<file path="src/rtl/btn_debounce_if.sv">
// Button conditioning bundle: the raw pin going in and the cleaned-up
// level, event pulses and click counter coming back out.
interface btn_debounce_if;
  logic       btn_usr;
  logic       btn_level;
  logic       press_pulse;
  logic       release_pulse;
  logic       long_pulse;
  logic [7:0] click_count;

  modport master (
    output btn_usr,
    input  btn_level, press_pulse, release_pulse, long_pulse, click_count
  );

  modport slave (
    input  btn_usr,
    output btn_level, press_pulse, release_pulse, long_pulse, click_count
  );
endinterface

</file>
<file path="src/rtl/btn_debounce.sv">
// Synchronises, debounces and classifies the raw user button into a clean
// level, single-cycle press/release/long-press pulses and a short-click count.
module btn_debounce #(
  parameter int DEBOUNCE_CYCLES   = 16000,
  parameter int LONG_PRESS_CYCLES = 8000000,
  parameter bit BTN_ACTIVE_LOW    = 1'b0
) (
  input  logic           clk_16mhz,
  input  logic           rst,
  btn_debounce_if.slave  btn
);

  localparam int DCNT_W = $clog2(DEBOUNCE_CYCLES + 1);
  localparam int HCNT_W = $clog2(LONG_PRESS_CYCLES);
  localparam logic [DCNT_W-1:0] DCNT_MAX = DCNT_W'(DEBOUNCE_CYCLES - 1);
  localparam logic [HCNT_W-1:0] HCNT_MAX = HCNT_W'(LONG_PRESS_CYCLES - 1);

  typedef enum logic [1:0] {
    IDLE,
    PRESSED,
    HELD
  } state_t;

  logic              sync1;
  logic              sync2;
  logic              btn_level;
  logic [DCNT_W-1:0] dcnt;
  logic              accept;
  logic              rise;
  logic              fall;

  // A change is accepted on the edge where the counter would have reached
  // DEBOUNCE_CYCLES; the FSM sees the same decision so its pulses line up
  // with the first cycle the new level is visible.
  assign accept = (sync2 != btn_level) && (dcnt == DCNT_MAX);
  assign rise   = accept &&  sync2;
  assign fall   = accept && !sync2;

  // NOTE: sequential state uses non-blocking assignments so every flop
  // samples pre-edge values; blocking here would collapse the synchroniser.
  always_ff @(posedge clk_16mhz) begin
    if (rst) begin
      sync1     <= 1'b0;
      sync2     <= 1'b0;
      dcnt      <= '0;
      btn_level <= 1'b0;
    end else begin
      sync1 <= btn.btn_usr ^ BTN_ACTIVE_LOW;
      sync2 <= sync1;
      if (sync2 == btn_level) begin
        dcnt <= '0;
      end else if (accept) begin
        btn_level <= sync2;
        dcnt      <= '0;
      end else begin
        dcnt <= dcnt + 1'b1;
      end
    end
  end

  state_t            state, state_d;
  logic [HCNT_W-1:0] hcnt, hcnt_d;
  logic [7:0]        click_count, click_d;
  logic              press_q, release_q, long_q;
  logic              press_d, release_d, long_d;

  // NOTE: every signal driven here gets a default first, so no path through
  // the case statement can leave one unassigned and infer a latch.
  always_comb begin
    state_d   = state;
    hcnt_d    = hcnt;
    click_d   = click_count;
    press_d   = 1'b0;
    release_d = 1'b0;
    long_d    = 1'b0;
    unique case (state)
      IDLE: begin
        if (rise) begin
          state_d = PRESSED;
          hcnt_d  = '0;
          press_d = 1'b1;
        end
      end
      PRESSED: begin
        // Release is checked first so a release landing on the long
        // threshold still counts as a short click.
        if (fall) begin
          state_d   = IDLE;
          release_d = 1'b1;
          click_d   = click_count + 8'd1;
        end else if (hcnt == HCNT_MAX) begin
          state_d = HELD;
          long_d  = 1'b1;
        end else begin
          hcnt_d = hcnt + 1'b1;
        end
      end
      HELD: begin
        if (fall) begin
          state_d   = IDLE;
          release_d = 1'b1;
        end
      end
      default: state_d = IDLE;
    endcase
  end

  always_ff @(posedge clk_16mhz) begin
    if (rst) begin
      state       <= IDLE;
      hcnt        <= '0;
      click_count <= '0;
      press_q     <= 1'b0;
      release_q   <= 1'b0;
      long_q      <= 1'b0;
    end else begin
      state       <= state_d;
      hcnt        <= hcnt_d;
      click_count <= click_d;
      press_q     <= press_d;
      release_q   <= release_d;
      long_q      <= long_d;
    end
  end

  assign btn.btn_level     = btn_level;
  assign btn.press_pulse   = press_q;
  assign btn.release_pulse = release_q;
  assign btn.long_pulse    = long_q;
  assign btn.click_count   = click_count;

endmodule

</file>
<file path="src/flat_wrapper.sv">
// flat-port wrapper written by rule: the top's interface ports become plain ports
module btn_debounce_flat 
#(
  parameter int DEBOUNCE_CYCLES   = 16000,
  parameter int LONG_PRESS_CYCLES = 8000000,
  parameter bit BTN_ACTIVE_LOW    = 1'b0
)
  (clk_16mhz, rst, btn_btn_usr, btn_btn_level, btn_press_pulse, btn_release_pulse, btn_long_pulse, btn_click_count);
  btn_debounce_if btn_i ();
  input  logic clk_16mhz;
  input  logic rst;
  input wire logic [$bits(btn_i.btn_usr)-1:0] btn_btn_usr;
  output wire logic [$bits(btn_i.btn_level)-1:0] btn_btn_level;
  output wire logic [$bits(btn_i.press_pulse)-1:0] btn_press_pulse;
  output wire logic [$bits(btn_i.release_pulse)-1:0] btn_release_pulse;
  output wire logic [$bits(btn_i.long_pulse)-1:0] btn_long_pulse;
  output wire logic [$bits(btn_i.click_count)-1:0] btn_click_count;
  assign btn_i.btn_usr = btn_btn_usr;
  assign btn_btn_level = btn_i.btn_level;
  assign btn_press_pulse = btn_i.press_pulse;
  assign btn_release_pulse = btn_i.release_pulse;
  assign btn_long_pulse = btn_i.long_pulse;
  assign btn_click_count = btn_i.click_count;
  btn_debounce #(.DEBOUNCE_CYCLES(DEBOUNCE_CYCLES), .LONG_PRESS_CYCLES(LONG_PRESS_CYCLES), .BTN_ACTIVE_LOW(BTN_ACTIVE_LOW)) u_core (.clk_16mhz(clk_16mhz), .rst(rst), .btn(btn_i));
endmodule
</file>
<file path="config.mk">
export PLATFORM = sky130hd
export DESIGN_NAME = btn_debounce_flat
export DESIGN_NICKNAME = d
export VERILOG_FILES = /design/src/rtl/btn_debounce_if.sv /design/src/rtl/btn_debounce.sv /design/src/flat_wrapper.sv
export SDC_FILE = /design/constraint.sdc
export NUM_CORES = 1
export LEC_CHECK = 0
export BUFFER_PORTS_ARGS = -buffer_cell sky130_fd_sc_hd__buf_2
export CAP_MARGIN = 10
export CORE_MARGIN = 2
export CORE_UTILIZATION = 45
export CTS_CLUSTER_DIAMETER = 60
export DETAILED_ROUTE_END_ITERATION = 10
export PLACE_DENSITY = 0.72
export SYNTH_ARGS = -nofsm -noshare
export SYNTH_HDL_FRONTEND = slang
export SYNTH_SLANG_ARGS = --single-unit
</file>
<file path="constraint.sdc">
create_clock -name clk_16mhz -period 2.8 [get_ports clk_16mhz]
set_input_delay 0.56 -clock clk_16mhz [delete_from_list [all_inputs] [get_ports clk_16mhz]]
set_output_delay 0.56 -clock clk_16mhz [all_outputs]
set_load 0.1 [all_outputs]
</file>
; ---- After elaboration in Yosys (flattened, before gate mapping)
; Index checks and enable logic that the tools add are counted.
[totals]
register_bits = 53
output_inout_bits = 12
[classes]
add_sub_neg = 3
n_eq_ne = 11
n_mux = 12
bitwise_logic = 4
n_reduce_logical = 15
[ops]
columns = op, count
row1 = $mux 23, 3
row2 = $pmux 23 s2, 1
row3 = $add 23x1->23 const B, 1
row4 = $eq 23x23->1 const B, 1
row5 = $add 14x1->14 const B, 1
row6 = $eq 14x14->1 const B, 1
row7 = $add 8x1->8 const B, 1
row8 = $mux 2, 4
row9 = $pmux 2 s3, 1
row10 = $reduce_or 2->1, 3
row11 = $reduce_or 3->1, 2
row12 = $ne 2x1->1 const B, 2
row13 = $ne 2x2->1 const B, 2
row14 = $not 1->1, 4
row15 = $reduce_and 2->1, 2
row16 = $reduce_and 4->1, 1
row17 = $logic_and 1x1->1, 3
row18 = $mux 1, 3
row19 = $ne 3x1->1 const B, 1
row20 = $reduce_and 3->1, 1
row21 = $eq 2x1->1 const B, 1
row22 = $eq 2x2->1 const B, 1
row23 = $logic_not 2->1, 1
row24 = $reduce_bool 2->1, 1
row25 = 3 further kinds, 3

; ---- Depth between registers and ports, before layout
[depth]
word_depth = 5
depth_mapped = 8
depth_no_buf = 7

; ---- Worst setup path before layout
; No wires, ideal clock.
[synth_timing]
path_type = reg-to-reg
startpoint = register u_core.btn_level (netlist: u_core.btn.btn_level)
endpoint = register u_core.click_count[7] (netlist: u_core.btn.click_count[7])
setup_ps = 70
arrival_ps = 2482
required_time_ps = 2730
path_slack_ps = 248
path_stages_with_launch = 7
synth_period_minus_slack_ps = 2552
cell_sequence = dfxtp_1 -> buf_2 -> nor2b_1 -> clkbuf_1 -> nand4_4 -> or4_1 -> a21oi_1
[synth_via]
elab_chain_len = 4
[synth_rtl]
columns = element, line_no
row1 = start: declaration, btn_debounce.sv:26  ; logic btn_level;
row2 = start signal: assignment, btn_debounce.sv:53  ; btn_level <= sync2;
row3 = $ne 1x1->1, btn_debounce.sv:35  ; assign accept = (sync2 != btn_level) && (dcnt == DCNT_MAX);
row4 = $logic_and 1x1->1, btn_debounce.sv:35
row5 = $logic_and 1x1->1, btn_debounce.sv:37  ; assign fall = accept && !sync2;
row6 = $reduce_and 2->1 (no source line), n/a
row7 = end signal: assignment, btn_debounce.sv:119  ; click_count <= click_d;
row8 = end: declaration, btn_debounce.sv:63  ; logic [7:0] click_count, click_d;
; Every way passes these cells.
; A chain may end at the register's enable or synchronous reset.

; ---- Worst setup path after layout
[layout_timing]
startpoint = register u_core.state[1]
endpoint = register u_core.hcnt[19]
[layout_via]
elab_chain_len = 3
elab_cells_between_ends = 8
[layout_rtl]
columns = element, line_no
row1 = start: declaration, btn_debounce.sv:61  ; state_t state, state_d;
row2 = start signal: assignment, btn_debounce.sv:117  ; state <= state_d;
row3 = $eq 2x1->1 or $logic_not 2->1 (tied branches), btn_debounce.sv:76  ; unique case (state)
row4 = "$ne 2x2->1 (no source line), or another cell as far along", n/a
row5 = $reduce_and 4->1 (no source line), n/a
row6 = end signal: assignment, btn_debounce.sv:118  ; hcnt <= hcnt_d;
row7 = end: declaration, btn_debounce.sv:62  ; logic [HCNT_W-1:0] hcnt, hcnt_d;
; Several ways; a longest one is shown, not always the timed one.

==> impl_metrics.json <==
{
  "synth_area_um2": 2840,
  "cts_inserted_buffers": 5,
  "synth_top_area_share_pct": 37.3,
  "netlist_instances": 342,
  "ir_worst_vdd_mv": 0.376,
  "post_cts_resized": 0,
  "fin_util_pct": 50.9,
  "htree_levels": 2,
  "via_per_inst": 6.11,
  "synth_common_cells": "dfxtp_1 (53), nor2_1 (33), nand2_1 (29)",
  "grt_pass1_vias": 2423,
  "syn2layout_area_growth_pct": 7.83,
  "nets": 361,
  "power_per_cell_area_nw_per_um2": 397,
  "slew_headroom_pct": 33.5,
  "fin_crit_sh_pct": 85.9,
  "die_w_um": 83.5,
  "cts_buffer_depth": 2,
  "ys.flop_type": "dfxtp_1",
  "place_ws_ns": 0.462,
  "grt_pass1_wl_um": 11000,
  "finalWeightedCongestion": 0.915,
  "routedWlPerCell_um": 15.1,
  "synth_top_area_cell": "dfxtp_1",
  "rows": 28,
  "die_h_um": 83.5,
  "fin_tns_setup_ns": 0,
  "synth.area.top_cells": "dfxtp_1 (37%), a21oi_1 (4.6%), nor2_1 (4.4%)",
  "diodes": 0,
  "async_flop_share_pct": 0,
  "setup_viol": 0,
  "rsz0062_at_grt": "false",
  "worst_pin_slew_ns": 0.997,
  "port_buffers": 14,
  "drc_errors": 0,
  "coreArea_um2": 6030,
  "arrival_ns": 2.62,
  "io_pins": 15,
  "synth_nets": 351,
  "layout_min_cycle_time_ns": 2.40,
  "worstSetupEndpointType": "flip-flop",
  "synth-edff-count": 0,
  "first_iter_violations": 165,
  "fin_ws_ns": 0.396,
  "maxSlewViolCount": 0,
  "drive_gt1_share_pct": 10.8,
  "wl_um": 6450,
  "num_vias": 2613,
  "ys.warnings.count": 0,
  "yosysMostFrequentCell": "dfxtp_1",
  "hold_buffers": 0,
  "overflow": 0,
  "root_buffer": "clkbuf_8",
  "path_max_fanout": 11,
  "globalRouteTotalUtil_pct": 18.5,
  "drtAntennaViolNets": 0,
  "tritoncts": "built",
  "hold_class": "reg2reg",
  "post_cts_buffers": 0,
  "path_class": "reg2reg",
  "avgSynthCellArea_um2": 8.31,
  "max_freq_mhz": 416,
  "drv_cap": 0,
  "initial_core_util_pct": 47.2,
  "start_kind": "flip-flop",
  "status": "finished, final reports clean",
  "crit_required_ns": 3.02,
  "post-dp-hpwl_um": 4530,
  "antenna_found_initial": 0,
  "dieArea_um2": 6970,
  "yosys.cell_types.count": 57,
  "grt_max_degree": 25,
  "finalClockSkew_ns": 0.00901,
  "clock_latency_ns": 0.31,
  "yosysSeqAreaShare_pct": 37.3,
  "path_clk_slew_ns": 0.10,
  "clkSinkCount": 53,
  "p_leak_uw": 0.00102,
  "ys_seq_elements": 53,
  "final-hold-violation-count": 0,
  "drt-pass1-iter-count": 5
}
-- through the flow --
step                      area, µm²  hold slack (ns)  std cells  total power [µW]
after detailed placement       2980            0.437        420               792
after global routing           3070            0.459        428              1250
after floorplan                2840            0.413        342               787
after global placement         2980            0.424        420               793
final                          3070            0.450        428              1220
after CTS                      3070            0.452        428              1230
-- final cells by class --
| cell class | instances | area (µm²) |
|---|---|---|
| tap | 75 | 93.8 |
| timing repair buffer | 21 | 123 |
| clock inverter | 2 | 15.0 |
| fill | 567 | 2960 |
| clock buffer | 6 | 72.6 |
| sequential | 53 | 1060 |
| multi-input combinational | 258 | 1650 |
| inverter | 13 | 48.8 |
-- cells by family after synthesis --
group           count (synthesis)  share of synthesized area [%]
compound gates                 89                           21.0
simple gates                  146                           28.8
fa+ha+maj                       6                           2.64
mux                             4                           1.63
flops                          53                           37.3
xor+xnor                       13                           4.01
buf+inv                        31                           4.58
-- layer usage --
metal | wire, µm | part of all wire [%] | GRT usage, %
met1 | 3020 | 47 | 24.6
met2 | 2930 | 45 | 29.9
met3 | 405 | 6.3 | 3.46
met4 | 95 | 1.5 | 7.18
met5 | 0 | 0 | 0
-- power breakdown --
part / leakage, µW / internal (µW) / total [µW] / switching (µW)
Combinational: 0.000560 / 4.52 / 18.3 / 13.8
Clock: 0.0000374 / 177 / 443 / 266
Sequential: 0.000427 / 755 / 757 / 1.75
Total: 0.00102 / 937 / 1220 / 281
-- state kept, by name (all words and copies together), names as in the netlist --
| register | cells |
|---|---|
| u_core.btn.btn_level | 1 |
| u_core.btn.click_count | 8 |
| u_core.btn.long_pulse | 1 |
| u_core.btn.press_pulse | 1 |
| u_core.btn.release_pulse | 1 |
| u_core.dcnt | 14 |
| u_core.hcnt | 23 |
| u_core.state | 2 |
| u_core.sync1 | 1 |
| u_core.sync2 | 1 |
-- cell usage in the layout (no fill, tap or decap), types with 3 or more instances in the layout --
master and count:
a211oi_1 3, a21oi_1 26, a2bb2oi_1 3, a311oi_1 5
a31oi_1 8, a41oi_1 4, and2_1 4, and3_1 10
buf_2 14, buf_4 7, clkbuf_8 5, dfxtp_1 53
ha_1 6, inv_1 13, nand2_1 29, nand2b_1 3
nand3_1 20, nand4_1 9, nand4b_1 5, nor2_1 33
nor2b_1 4, nor3_1 3, o21ai_0 13, o311ai_0 4
o31ai_1 8, o32ai_1 3, or3_1 6, or4_1 4
xnor2_1 4, xor2_1 9
-- critical path, cell delays in order (launching register included) --
cell	delay, ns
dfxtp_1	0.34
inv_1	0.10
ha_1	0.30
inv_1	0.10
buf_4	0.19
a21oi_1	0.77
a41oi_1	0.22
a311oi_1	0.29
-- worst paths after layout --
check / from / to / slack [ns] / depth (start not counted)
setup / recovery: u_core.state[1]$_SDFFE_PP0P_ / u_core.hcnt[19]$_SDFFE_PP0P_ / 0.40 / 7
hold / removal: u_core.dcnt[0]$_SDFF_PP0_ / u_core.dcnt[0]$_SDFF_PP0_ / 0.45 / 1
setup reg to reg: u_core.state[1]$_SDFFE_PP0P_ / u_core.hcnt[19]$_SDFFE_PP0P_ / 0.40 / 7
hold reg to reg: u_core.dcnt[0]$_SDFF_PP0_ / u_core.dcnt[0]$_SDFF_PP0_ / 0.45 / 1
(Power assumes the default switching activity.)
